==> config.mk <==
export PLATFORM = sky130hd
export DESIGN_NAME = fb_fill_master_flat
export DESIGN_NICKNAME = d
export VERILOG_FILES = /design/src/rtl/fb_fill_if.sv /design/src/rtl/fb_fill_master.sv /design/src/flat_wrapper.sv
export SDC_FILE = /design/constraint.sdc
export NUM_CORES = 1
export LEC_CHECK = 0
export ABC_AREA = 1
export CORE_UTILIZATION = 65
export CTS_CLUSTER_DIAMETER = 60
export DETAILED_ROUTE_END_ITERATION = 6
export DONT_BUFFER_PORTS = 1
export PLACE_DENSITY = 0.81
export SYNTH_ARGS = -nofsm -noshare
export SYNTH_HDL_FRONTEND = slang
export SYNTH_SLANG_ARGS = --single-unit
==> constraint.sdc <==
create_clock -name CLK -period 6.75 [get_ports CLK]
set_clock_uncertainty 0.15 [all_clocks]
set_input_delay 1.35 -clock CLK [delete_from_list [all_inputs] [get_ports CLK]]
set_output_delay 1.35 -clock CLK [all_outputs]
set_load 0.03 [all_outputs]
==> src/rtl/fb_fill_if.sv <==
// Command and framebuffer-bus bundle for fb_fill_master.
// CMD_OUTLINE is present only when FB_FILL_OUTLINE_EN is defined.
interface fb_fill_if;
  logic        CMD_VALID;
  logic        CMD_READY;
  logic [5:0]  CMD_X;
  logic [5:0]  CMD_Y;
  logic [6:0]  CMD_W;
  logic [6:0]  CMD_H;
  logic [2:0]  CMD_COLOR;
  logic        CMD_SWAP;
`ifdef FB_FILL_OUTLINE_EN
  logic        CMD_OUTLINE;
`endif
  logic        VSYNC;
  logic        CE;
  logic        RW;
  logic [14:0] ADDR;
  logic [6:0]  DATA;
  logic        BUSY;

  modport master (
`ifdef FB_FILL_OUTLINE_EN
    input  CMD_OUTLINE,
`endif
    input  CMD_VALID, CMD_X, CMD_Y, CMD_W, CMD_H, CMD_COLOR, CMD_SWAP, VSYNC,
    output CMD_READY, CE, RW, ADDR, DATA, BUSY
  );

  modport slave (
`ifdef FB_FILL_OUTLINE_EN
    output CMD_OUTLINE,
`endif
    output CMD_VALID, CMD_X, CMD_Y, CMD_W, CMD_H, CMD_COLOR, CMD_SWAP, VSYNC,
    input  CMD_READY, CE, RW, ADDR, DATA, BUSY
  );
endinterface

==> src/rtl/fb_fill_master.sv <==
// Framebuffer rectangle-fill bus master with optional vsync-aligned buffer swap.
// Optional outline-only fills are enabled by defining FB_FILL_OUTLINE_EN.
module fb_fill_master #(
  parameter int unsigned FB_WIDTH  = 64,
  parameter int unsigned FB_HEIGHT = 48,
  parameter int unsigned FB_BASE   = 4096
) (
  input logic       CLK,
  input logic       RST,
  fb_fill_if.master bus
);

  localparam logic [7:0] FbW = 8'(FB_WIDTH);
  localparam logic [7:0] FbH = 8'(FB_HEIGHT);

  typedef enum logic [2:0] {
    StIdle,
    StWr,
    StGap,
    StSwapWait,
    StSwap,
    StSwapGap
  } state_e;

  state_e      r_state;
  logic        r_ready;
  logic        r_busy;
  logic        r_ce;
  logic        r_rw;
  logic [14:0] r_addr;
  logic [6:0]  r_data;
  logic [7:0]  r_x;
  logic [7:0]  r_y;
  logic [7:0]  r_x0;
  logic [7:0]  r_y0;
  logic [7:0]  r_xe;
  logic [7:0]  r_ye;
  logic [2:0]  r_color;
  logic        r_swap;
  logic        r_armed;
`ifdef FB_FILL_OUTLINE_EN
  logic        r_outline;
`endif
  logic        r_vs_s1;
  logic        r_vs_s2;
  logic        r_vs_d;

  logic [7:0]  w_xe_sum;
  logic [7:0]  w_ye_sum;
  logic [7:0]  w_xe;
  logic [7:0]  w_ye;
  logic        w_empty;
  logic        w_interior;
  logic        w_row_end;
  logic        w_done;
  logic [7:0]  w_nx;
  logic [7:0]  w_ny;
  logic        w_fall;

  function automatic logic [14:0] pix_addr(input logic [7:0] px, input logic [7:0] py);
    return 15'(FB_BASE + 32'(py) * FB_WIDTH + 32'(px));
  endfunction

  // Clip the offered rectangle against the framebuffer.
  always_comb begin
    w_xe_sum = {2'b00, bus.CMD_X} + {1'b0, bus.CMD_W};
    w_ye_sum = {2'b00, bus.CMD_Y} + {1'b0, bus.CMD_H};
    w_xe     = (w_xe_sum > FbW) ? FbW : w_xe_sum;
    w_ye     = (w_ye_sum > FbH) ? FbH : w_ye_sum;
    w_empty  = ({2'b00, bus.CMD_X} >= FbW) || ({2'b00, bus.CMD_Y} >= FbH) ||
               (bus.CMD_W == 7'd0) || (bus.CMD_H == 7'd0);
  end

  // Raster advance; outline interior rows skip straight to the right border.
  always_comb begin
    w_interior = 1'b0;
`ifdef FB_FILL_OUTLINE_EN
    w_interior = r_outline && (r_y != r_y0) && (r_y != r_ye - 8'd1);
`endif
    w_row_end = (r_x + 8'd1 == r_xe);
    w_nx      = r_x + 8'd1;
    w_ny      = r_y;
    if (w_interior && (r_x == r_x0) && !w_row_end) begin
      w_nx = r_xe - 8'd1;
    end
    if (w_row_end) begin
      w_nx = r_x0;
      w_ny = r_y + 8'd1;
    end
    w_done = w_row_end && (r_y + 8'd1 == r_ye);
  end

  assign w_fall = r_vs_d & ~r_vs_s2;

  always_ff @(posedge CLK) begin
    if (RST) begin
      r_vs_s1 <= 1'b1;
      r_vs_s2 <= 1'b1;
      r_vs_d  <= 1'b1;
    end else begin
      r_vs_s1 <= bus.VSYNC;
      r_vs_s2 <= r_vs_s1;
      r_vs_d  <= r_vs_s2;
    end
  end

  always_ff @(posedge CLK) begin
    if (RST) begin
      r_state   <= StIdle;
      r_ready   <= 1'b1;
      r_busy    <= 1'b0;
      r_ce      <= 1'b1;
      r_rw      <= 1'b1;
      r_addr    <= '0;
      r_data    <= '0;
      r_x       <= '0;
      r_y       <= '0;
      r_x0      <= '0;
      r_y0      <= '0;
      r_xe      <= '0;
      r_ye      <= '0;
      r_color   <= '0;
      r_swap    <= 1'b0;
      r_armed   <= 1'b0;
`ifdef FB_FILL_OUTLINE_EN
      r_outline <= 1'b0;
`endif
    end else begin
      unique case (r_state)
        StIdle: begin
          if (bus.CMD_VALID) begin
            r_color <= bus.CMD_COLOR;
            r_swap  <= bus.CMD_SWAP;
            r_x     <= {2'b00, bus.CMD_X};
            r_y     <= {2'b00, bus.CMD_Y};
            r_x0    <= {2'b00, bus.CMD_X};
            r_y0    <= {2'b00, bus.CMD_Y};
            r_xe    <= w_xe;
            r_ye    <= w_ye;
`ifdef FB_FILL_OUTLINE_EN
            r_outline <= bus.CMD_OUTLINE;
`endif
            if (!w_empty) begin
              r_state <= StWr;
              r_ready <= 1'b0;
              r_busy  <= 1'b1;
              r_ce    <= 1'b0;
              r_rw    <= 1'b0;
              r_addr  <= pix_addr({2'b00, bus.CMD_X}, {2'b00, bus.CMD_Y});
              r_data  <= {4'b0000, bus.CMD_COLOR};
            end else if (bus.CMD_SWAP) begin
              r_state <= StSwapWait;
              r_ready <= 1'b0;
              r_busy  <= 1'b1;
              r_armed <= 1'b0;
            end
          end
        end
        StWr: begin
          r_state <= StGap;
          r_ce    <= 1'b1;
          r_rw    <= 1'b1;
        end
        StGap: begin
          r_x <= w_nx;
          r_y <= w_ny;
          if (!w_done) begin
            r_state <= StWr;
            r_ce    <= 1'b0;
            r_rw    <= 1'b0;
            r_addr  <= pix_addr(w_nx, w_ny);
            r_data  <= {4'b0000, r_color};
          end else if (r_swap) begin
            r_state <= StSwapWait;
            r_armed <= 1'b0;
          end else begin
            r_state <= StIdle;
            r_ready <= 1'b1;
            r_busy  <= 1'b0;
          end
        end
        StSwapWait: begin
          // Only a fall from a high level seen inside this wait counts.
          if (r_vs_s2) begin
            r_armed <= 1'b1;
          end
          if (r_armed && w_fall) begin
            r_state <= StSwap;
            r_ce    <= 1'b0;
            r_rw    <= 1'b0;
            r_addr  <= 15'(FB_BASE);
            r_data  <= 7'b1000000;
          end
        end
        StSwap: begin
          r_state <= StSwapGap;
          r_ce    <= 1'b1;
          r_rw    <= 1'b1;
        end
        StSwapGap: begin
          r_state <= StIdle;
          r_ready <= 1'b1;
          r_busy  <= 1'b0;
        end
        default: begin
          r_state <= StIdle;
          r_ready <= 1'b1;
          r_busy  <= 1'b0;
          r_ce    <= 1'b1;
          r_rw    <= 1'b1;
        end
      endcase
    end
  end

  assign bus.CMD_READY = r_ready;
  assign bus.BUSY      = r_busy;
  assign bus.CE        = r_ce;
  assign bus.RW        = r_rw;
  assign bus.ADDR      = r_addr;
  assign bus.DATA      = r_data;

endmodule
==> src/flat_wrapper.sv <==
// flat-port wrapper written by rule: the top's interface ports become plain ports
module fb_fill_master_flat 
#(
  parameter int unsigned FB_WIDTH  = 64,
  parameter int unsigned FB_HEIGHT = 48,
  parameter int unsigned FB_BASE   = 4096
)
  (CLK, RST, bus_CMD_VALID, bus_CMD_X, bus_CMD_Y, bus_CMD_W, bus_CMD_H, bus_CMD_COLOR, bus_CMD_SWAP, bus_VSYNC, bus_CMD_READY, bus_CE, bus_RW, bus_ADDR, bus_DATA, bus_BUSY);
  fb_fill_if bus_i ();
  input logic CLK;
  input logic RST;
  input wire logic [$bits(bus_i.CMD_VALID)-1:0] bus_CMD_VALID;
  input wire logic [$bits(bus_i.CMD_X)-1:0] bus_CMD_X;
  input wire logic [$bits(bus_i.CMD_Y)-1:0] bus_CMD_Y;
  input wire logic [$bits(bus_i.CMD_W)-1:0] bus_CMD_W;
  input wire logic [$bits(bus_i.CMD_H)-1:0] bus_CMD_H;
  input wire logic [$bits(bus_i.CMD_COLOR)-1:0] bus_CMD_COLOR;
  input wire logic [$bits(bus_i.CMD_SWAP)-1:0] bus_CMD_SWAP;
  input wire logic [$bits(bus_i.VSYNC)-1:0] bus_VSYNC;
  output wire logic [$bits(bus_i.CMD_READY)-1:0] bus_CMD_READY;
  output wire logic [$bits(bus_i.CE)-1:0] bus_CE;
  output wire logic [$bits(bus_i.RW)-1:0] bus_RW;
  output wire logic [$bits(bus_i.ADDR)-1:0] bus_ADDR;
  output wire logic [$bits(bus_i.DATA)-1:0] bus_DATA;
  output wire logic [$bits(bus_i.BUSY)-1:0] bus_BUSY;
  assign bus_i.CMD_VALID = bus_CMD_VALID;
  assign bus_i.CMD_X = bus_CMD_X;
  assign bus_i.CMD_Y = bus_CMD_Y;
  assign bus_i.CMD_W = bus_CMD_W;
  assign bus_i.CMD_H = bus_CMD_H;
  assign bus_i.CMD_COLOR = bus_CMD_COLOR;
  assign bus_i.CMD_SWAP = bus_CMD_SWAP;
  assign bus_i.VSYNC = bus_VSYNC;
  assign bus_CMD_READY = bus_i.CMD_READY;
  assign bus_CE = bus_i.CE;
  assign bus_RW = bus_i.RW;
  assign bus_ADDR = bus_i.ADDR;
  assign bus_DATA = bus_i.DATA;
  assign bus_BUSY = bus_i.BUSY;
  fb_fill_master #(.FB_WIDTH(FB_WIDTH), .FB_HEIGHT(FB_HEIGHT), .FB_BASE(FB_BASE)) u_core (.CLK(CLK), .RST(RST), .bus(bus_i));
endmodule
==> out/metrics.cfg, run 1 <==
[final_layout]
drive_gt1_share_pct = 8.33
finalNetCount = 696
num_antenna_cells = 0
area_growth_pct = 5.40

[global_routing]
grt_max_degree = 58
grt_usage_pct = 33.3
grt_antenna_before_repair = 0
grt_overflow = 0
grt_pass1_wl_mm = 18.7
grt_pass1_vias = 3961

[detailed_routing]
via_count = 4277
top_layer_used = met4
wl_per_cell_um = 15.4
wl_met1_mm = 5.03
postRouteAntennaNets = 0
wl_met2_mm = 5.04
drtPass1Iterations = 7
dr_wl_met3_mm = 1.01
drc = 2
drt_iter0_drc = 408
wirelength_mm = 11.2
via_per_inst = 5.90

[critical_path]
critPathLaunch = u_core.r_x[0]
reg2reg_to = u_core.bus.ADDR[12]
critPathKind = flip-flop to flip-flop
worstSetupStartpointType = flip-flop
endpoint = u_core.bus.ADDR[12]
crit_chain = ha_1 -> nand2_1 -> nor2_1 -> nand2_1 -> nand2_1 -> nand2_1 -> nand3_2 -> nor2_4 -> nand2_4 -> inv_2 -> a21oi_1 -> ha_1 -> fa_1 -> inv_1 -> nor2_1 -> nand3_1 -> a21oi_2 -> o21ai_0 -> nand2_1 -> inv_1
worst-endpoint-required_ns = 6.86
timing.rr.start = u_core.r_x[0]
cp_slowest_stage_delay_ns = 0.44
critPathArrivalTime_ns = 3.53
cp-end-kind = flip-flop
r2r_cells = 20
slowest_stage = dfxtp_1
cp_max_fo = 18
rrSetupSlack_ns = 3.33
crit_top_cell = nand2_1

[timing]
relSlewSlack_pct = 20.8
finalCritPeriodShare_pct = 50.7
finalWorstSetupSlack_ns = 3.33
tightest_slew_ns = 1.18
holdWs_ns = 0.262
max_freq_mhz = 292
rsz0062_at_grt = false
post-route-min-period_ns = 3.42
setup_tns_ns = 0
hold_viol = 0
finalSetupViolations = 0
final-max-slew-violation-count = 0

[placement]
detailed_place_hpwl_mm = 8.15
place_ws_ns = 3.06
io_buffers = 0
gp_congestion = 0.960

[cts]
cts_tree = yes
hold_buffers = 0
h-tree-depth = 3
root_buffer = clkbuf_8
clkSlewWorstSetupHoldPaths_ns = 0.08
clock-sinks = 71
ctsResizeCount = 0
cts_buffers = 9
cts-root-to-sink-buffers = 2
clock_latency_ns = 0.35
post-cts-setup-buffers = 0

[yosys]
synth_top_cell_area_share_pct = 32.5
synth-edff-count = 0
syn-instance-count = 654
synth_flop_cell = dfxtp_1
synth-seq-cells = 71
avgSynthCellArea_sq_um = 6.70
synthArstFlopShare_pct = 0
synth.area.top_cells = dfxtp_1, nand2_1, a21oi_1, inv_1, nand3_1
synth_top_area_cell = dfxtp_1
synth_cell_types = 42
seq_area_frac_synth_pct = 32.5
syn-cell-area_sq_um = 4380
synth_warnings = 0

[power_and_ir_drop]
leakagePower_nw = 2.01
swShare_pct = 39.0
powerDensity_nw_per_um2 = 311
vdd_drop_max_uv = 216
p_int_w = 0.000874
p_seq_share_pct = 41.0
switchingPower_w = 0.000559
power_frac_clock_pct = 30.5
p_comb_share_pct = 28.4

[run_status]
status = finished, violations left
violations = design-rule violations

[flow_run]
maxCapViolCount = 0

[worst_hold_path]
hold_class = flip-flop to flip-flop

[floorplanning]
io_pins = 60
die_h_um = 84.1
core_sq_um = 6420
die_x_um = 84.1
rows = 29
die_area_sq_um = 7070
initial_core_util_pct = 68.2

final cells by class:
class	instances	area [sq um]
fillers	534	1810
flip-flops and latches	71	1420
multi-input cells	481	2540
repair buffers	1	7.51
inverters	79	297
clock inverters	5	104
well taps	77	96.3
clock buffers	11	151
synth_stat cells, types with 2 or more instances:
| cell | n |
|---|---|
| nand3_2 | 5 |
| xor2_1 | 11 |
| nor3_1 | 8 |
| fa_1 | 3 |
| ha_1 | 16 |
| nor2_1 | 44 |
| a21oi_1 | 61 |
| nor4_1 | 2 |
| nor2_2 | 5 |
| nand2_2 | 8 |
| inv_2 | 3 |
| o211ai_1 | 6 |
| xnor2_1 | 8 |
| dfxtp_1 | 71 |
| nand3_1 | 45 |
| nand2_1 | 178 |
| a221oi_1 | 3 |
| buf_4 | 5 |
| inv_1 | 76 |
| buf_2 | 2 |
| nand4_1 | 6 |
| clkbuf_1 | 16 |
| o31ai_1 | 2 |
| buf_6 | 2 |
| o21ai_0 | 28 |
| a31oi_1 | 11 |
| nor2_4 | 4 |
| o21ai_1 | 2 |
| nand3b_1 | 4 |
| or2_2 | 7 |
critical path: cells and delay by family, from the launching register on:
kind / cells / cell delay (ns)
AND/OR/NAND/NOR: 11 / 1.27
adder cells (fa/ha/maj): 3 / 0.67
AO/OA/AOI/OAI: 3 / 0.51
flip-flops: 1 / 0.44
buffers and inverters: 3 / 0.24
per-layer routing:
layer | vias to the layer above | GRT usage (%)
met3 | 15 | 7.52
li1 | 2108 | -
met1 | 1943 | 46.4
met4 | 0 | 8.78
met5 | - | 0
met2 | 211 | 52.0
state kept, by name, indices dropped and copies added, names as in the netlist:
name / count
u_core.r_vs_d: 1
u_core.r_x: 8
u_core.bus.BUSY: 1
u_core.r_state: 3
u_core.r_armed: 1
u_core.bus.CMD_READY: 1
u_core.r_ye: 8
u_core.r_vs_s2: 1
u_core.r_x0: 6
u_core.r_y: 8
u_core.r_color: 3
u_core.r_swap: 1
u_core.r_vs_s1: 1
u_core.bus.CE: 1
u_core.r_xe: 8
u_core.bus.DATA: 4
u_core.bus.ADDR: 15
how the worst min path moves through the flow:
stage              startpoint              to  depth (start not counted)
2_1_floorplan  u_core.r_vs_s1  u_core.r_vs_s2                          1
3_3_place_gp   u_core.r_vs_s1  u_core.r_vs_s2                          1
3_5_place_dp   u_core.r_vs_s1  u_core.r_vs_s2                          1
4_1_cts        u_core.r_vs_s1  u_core.r_vs_s2                          1
5_1_grt        u_core.r_vs_s1  u_core.r_vs_s2                          1
6_report       u_core.r_vs_s1  u_core.r_vs_s2                          1
logic make-up after synthesis:
family,Yosys count,synth area share (%)
adders and majority gates,19,5.94
DFF,71,32.5
buffers and inverters,104,9.74
xor gates and xnor gates,19,3.80
and+or+nand+nor,321,33.0
other,1,0.0856
AOI/OAI and AO/OA,119,15.0
power by group through the flow:
stage | logic, W | clock network [W] | registers, W
detailed placement | 0.000397 | 0 | 0.000597
CTS | 0.000401 | 0.000434 | 0.000587
finish | 0.000407 | 0.000438 | 0.000588
floorplan | 0.000342 | 0 | 0.000579
global route | 0.000460 | 0.000449 | 0.000595
global placement | 0.000385 | 0 | 0.000594
layout by cell type (no fill, tap or decap), types with 2 or more instances in the layout:
master and n:
bufinv_16 3, dfxtp_1 71, o21ai_0 28, a221oi_1 3, nand3_2 5, o211ai_1 6
a31oi_1 11, fa_1 3, conb_1 3, o21ai_1 2, xor2_1 11, o31ai_1 2
ha_1 16, or2_2 7, nand4_1 6, a21oi_1 61, clkbuf_8 11, nor2_1 44
nor3_1 8, nand3b_1 4, nor2_2 5, xnor2_1 8, nor2_4 4, nor4_1 2
nand2_1 178, inv_2 3, inv_1 76, nand3_1 45, nand2_2 8
metrics by stage:
| step | instances | util, % | total power, W | cell area [sq um] |
|---|---|---|---|---|
| 2_1_floorplan | 656 | - | 0.000921 | 4390 |
| 3_3_place_gp | 709 | 67.9 | 0.000979 | 4360 |
| 3_5_place_dp | 709 | 67.9 | 0.000994 | 4360 |
| 4_1_cts | 725 | 71.9 | 0.00142 | 4620 |
| 5_1_grt | 725 | 71.9 | 0.00150 | 4620 |
| 6_report | 725 | 71.9 | 0.00143 | 4620 |
Note: power is estimated with default switching activity, not from simulation.
==> inputs of run 2 (changes only) <==
CORE_UTILIZATION = 58   (was 65)
PLACE_DENSITY = 0.76   (was 0.81)
clock period = 2.84 ns   (was 6.75 ns; I/O delays follow)
==> out/metrics.cfg, run 2 (synthesis results as in run 1) <==
[critical_path]
critPathArrivalTime_ns = 2.97
cp_max_fo = 6
worstSetupStartpointType = flip-flop
cp-end-kind = flip-flop
worst-endpoint-required_ns = 2.98
critPathKind = flip-flop to flip-flop

[floorplanning]
die_area_sq_um = 7900
initial_core_util_pct = 60.1
core_sq_um = 7290
die_h_um = 88.9
io_pins = 60
die_x_um = 88.9
rows = 31

[final_layout]
drive_gt1_share_pct = 16.6
num_antenna_cells = 0
final_cell_area_sq_um = 4980
layout_commonest_cell = nand2_1
area_growth_pct = 13.6
largest_register_ffs = 15
final_cell_mix = nand2_1, inv_1, dfxtp_1, a21oi_1
finalNetCount = 718
nFillCells = 653
stdcell_count = 769

[power_and_ir_drop]
vdd_drop_max_uv = 446
finalPower_w = 0.00347
powerDensity_nw_per_um2 = 697
leakagePower_nw = 2.13

[global_routing]
gr-max-usage-layer = met2
grt_pass1_vias = 3856
met2_usage_pct = 47.1
grt_pass1_wl_mm = 18.4
gr-usage-met1_pct = 43.2
use_met3_pct = 5.54
grt_antenna_before_repair = 0
grt_max_degree = 58
grt_overflow = 0
grt_usage_pct = 30.6

[placement]
io_buffers = 0
post_dp_cell_area_sq_um = 4520
detailed_place_hpwl_mm = 8.53
gp_congestion = 0.879
dp_cells = 748

[flow_run]
maxCapViolCount = 0

[timing]
holdWs_ns = 0.128
tightest_slew_ns = 1.13
rsz0062_at_grt = true
finalCritPeriodShare_pct = 99.9
post-route-min-period_ns = 2.84
hold_viol = 0
max_freq_mhz = 352
finalSetupViolations = 0
final-max-slew-violation-count = 0
relSlewSlack_pct = 24.2

[detailed_routing]
drc = 0
drt_iter0_drc = 362
postRouteAntennaNets = 0
via_per_inst = 5.63
drtPass1Iterations = 7
via_count = 4330
wl_per_cell_um = 15.2
wirelength_mm = 11.7

[cts]
h-tree-depth = 3
cts_tree = yes
clock-sinks = 71
hold_buffers = 0
root_buffer = clkbuf_8
cts_buffers = 9
cts-root-to-sink-buffers = 2
clock_latency_ns = 0.35
clkSlewWorstSetupHoldPaths_ns = 0.08

[run_status]
status = finished, final reports clean

[worst_hold_path]
hold_class = input port to flip-flop

## run 2: cell count changes in the layout (fill, tap and decap cells not counted), moves of 3 or more
cell and change:
a21oi_1 -4, buf_4 +20, dfxtp_1 -5, dfxtp_4 +3
nand2_1 -11, nand2_2 +10, nand3_1 -4, nand3_2 +3
nor2_1 -3, o21ai_0 -3
## run 2: routing by layer
metal  share of wire [%]  vias to the layer above  wire length [um]
met4                 1.9                        0               226
met1                  45                     1987              5280
li1                    -                     2142                 -
met5                   0                        -                 0
met2                  45                      180              5290
met3                 7.4                       21               859
## run 2: worst paths after layout
check	from	end	slack (ns)	cells past startpoint
min	RST	u_core.bus.DATA[1]	0.13	1
min reg2reg	u_core.r_vs_s1	u_core.r_vs_s2	0.29	1
max reg2reg	u_core.r_x[0]	u_core.bus.ADDR[7]	0.003	15
max	u_core.r_x[0]	u_core.bus.ADDR[7]	0.003	15
## run 2: report_power, final
| part | internal [W] | switching, W |
|---|---|---|
| combinational | 0.000411 | 0.000727 |
| sequential | 0.00114 | 0.000264 |
| clock | 0.000519 | 0.000402 |
| total | 0.00207 | 0.00139 |
## run 2: cell type report
class / instances / area (sq um) / share of cell area, %
Multi-Input combinational cell: 481 / 2710 / 54.5
Sequential cell: 71 / 1440 / 28.8
Clock buffer: 11 / 141 / 2.84
Tap cell: 99 / 124 / 2.49
Inverter: 79 / 302 / 6.06
Timing Repair Buffer: 23 / 180 / 3.62
Clock inverter: 5 / 81.3 / 1.63
## run 2: worst max-delay path, cell delays in order (launching register included)
cell and delay (ns):
dfxtp_4 0.37, ha_4 0.15, nand3_2 0.11, nor2_4 0.14
nand2_2 0.09, nand3_2 0.10, nand3_2 0.10, nor2_4 0.15
nand2_4 0.13, xnor2_4 0.18, ha_4 0.18, fa_2 0.54
nand2_2 0.07, o21ai_2 0.07, nand2_1 0.10, a21oi_2 0.14
## run 2: stage by stage
| step | setup slack (ns) | setup TNS (ns) | utilization [%] |
|---|---|---|---|
| after detailed placement | -0.234 | -1.02 | 61.9 |
| after floorplan | 0.0454 | 0 | - |
| after CTS | -0.0140 | -0.0261 | 65.8 |
| after global routing | -0.177 | -0.754 | 68.2 |
| final | 0.00300 | 0 | 68.2 |
| after global placement | -0.0342 | -0.0660 | 61.9 |
## run 2: repair_timing
item | in CTS | in global routing
resized for setup | 15 | 41
buffers inserted | 2 | 3
pin swaps | 4 | 19
setup endpoints to repair | 8 | 21
==> inputs of run 3 (changes only) <==
CTS_BUF_LIST = sky130_fd_sc_hd__clkbuf_8 sky130_fd_sc_hd__clkbuf_16   (was not set)
==> out/metrics.cfg, run 3 (synthesis results as in run 1) <==
[critical_path]
timing.rr.start = u_core.r_x[0]
cp_max_fo = 6
critPathKind = flip-flop to flip-flop
critPathArrivalTime_ns = 2.97
rrSetupSlack_ns = 0.007
worstSetupStartpointType = flip-flop
worst-endpoint-required_ns = 2.98
cp-end-kind = flip-flop
r2r_cells = 15
reg2reg_to = u_core.bus.ADDR[7]

[worst_hold_path]
hold_class = input port to flip-flop
hold_depth = 1
hold_start = RST
hold_end = u_core.bus.DATA[1]

[cts]
root_buffer = clkbuf_8
cts_tree = yes
clkSlewWorstSetupHoldPaths_ns = 0.08
clock-sinks = 71
h-tree-depth = 3
cts-root-to-sink-buffers = 2
clock_latency_ns = 0.35
cts_buffers = 9
hold_buffers = 0

[final_layout]
utilization_pct = 68.2
finalNetCount = 718
multiInputGateArea_sq_um = 2710
largest_register_ffs = 15
final_cell_area_sq_um = 4980
layout_commonest_cell = nand2_1
area_growth_pct = 13.6
drive_gt1_share_pct = 16.6
seqCellArea_sq_um = 1440
nFillCells = 653
num_antenna_cells = 0
final_cell_mix = nand2_1, inv_1, dfxtp_1, a21oi_1

[global_routing]
grt_usage_pct = 30.6
grt_pass1_wl_mm = 18.4
grt_max_degree = 58
grt_antenna_before_repair = 0
grt_overflow = 0
grt_pass1_vias = 3856

[floorplanning]
die_x_um = 88.9
die_area_sq_um = 7900
initial_core_util_pct = 60.1
die_h_um = 88.9
rows = 31
core_sq_um = 7290
io_pins = 60

[timing]
rsz0062_at_grt = true
max_freq_mhz = 353
hold_viol = 0
post-route-min-period_ns = 2.83
finalCritPeriodShare_pct = 99.7
holdWs_ns = 0.128
finalWorstSetupSlack_ns = 0.00740
tightest_slew_ns = 1.12
finalSetupViolations = 0
relSlewSlack_pct = 25.1
final-max-slew-violation-count = 0

[flow_run]
maxCapViolCount = 0

[detailed_routing]
wl_per_cell_um = 15.2
drt_iter0_drc = 369
wirelength_mm = 11.7
drtPass1Iterations = 7
drc = 0
via_count = 4303
postRouteAntennaNets = 0
via_per_inst = 5.60

[placement]
gp_congestion = 0.879
place_ws_ns = -0.234
detailed_place_hpwl_mm = 8.53
post_dp_cell_area_sq_um = 4520
io_buffers = 0

[power_and_ir_drop]
powerDensity_nw_per_um2 = 696
vdd_drop_max_uv = 446
finalPower_w = 0.00346
leakagePower_nw = 2.13

[run_status]
status = finished, final reports clean

[run 3: per-layer routing]
metal	vias to the layer above	routed length, um	GRT usage (%)	share of wire, %
li1	2141	-	-	-
met3	23	821	5.54	7.0
met2	160	5300	47.1	45
met4	0	233	10.4	2.0
met5	-	0	0	0
met1	1979	5360	43.2	46
[run 3: final cells by class]
| type | instances | share of cell area, % |
|---|---|---|
| multi-input combinational | 481 | 54.5 |
| timing repair buffer | 23 | 3.62 |
| tap | 99 | 2.49 |
| clock buffer | 10 | 2.77 |
| sequential | 71 | 28.8 |
| inverter | 79 | 6.06 |
| clock inverter | 6 | 1.71 |
[run 3: worst max-delay path, stage by stage (launching register included)]
cell and delay [ns]:
dfxtp_4 0.37, ha_4 0.15, nand3_2 0.11, nor2_4 0.14, nand2_2 0.09, nand3_2 0.10
nand3_2 0.10, nor2_4 0.15, nand2_4 0.13, xnor2_4 0.18, ha_4 0.18, fa_2 0.54
nand2_2 0.07, o21ai_2 0.07, nand2_1 0.10, a21oi_2 0.14
[run 3: how the worst max path moves through the flow]
stage                        startpoint                  end  slack [ns]  cells after the start
after global placement    u_core.r_x[0]  u_core.bus.ADDR[12]       -0.03                     16
after detailed placement  u_core.r_x[0]  u_core.bus.ADDR[12]       -0.23                     16
final                     u_core.r_x[0]   u_core.bus.ADDR[7]       0.007                     15
after floorplan           u_core.r_x[0]  u_core.bus.ADDR[13]        0.05                     15
after global routing      u_core.r_x[1]  u_core.bus.ADDR[13]       -0.18                     19
after CTS                 u_core.r_x[1]  u_core.bus.ADDR[13]       -0.01                     16
[run 3: report_power, final]
group	switching [W]	leakage [nW]	internal [W]
registers	0.000265	0.585	0.00114
clock network	0.000403	0.114	0.000516
logic	0.000727	1.43	0.000411
total	0.00140	2.13	0.00207
[run 3: metrics by stage]
stage / TNS [ns] / std cells
final: 0 / 769
after global routing: -0.756 / 769
after CTS: -0.0264 / 766
after detailed placement: -1.02 / 748
after global placement: -0.0660 / 748
after floorplan: 0 / 656
[run 3: what timing repair did]
| action | in CTS | in global routing |
|---|---|---|
| pin swaps | 4 | 19 |
| endpoints found under the setup margin | 8 | 21 |
| buffers inserted | 2 | 3 |
| resized for setup | 15 | 41 |
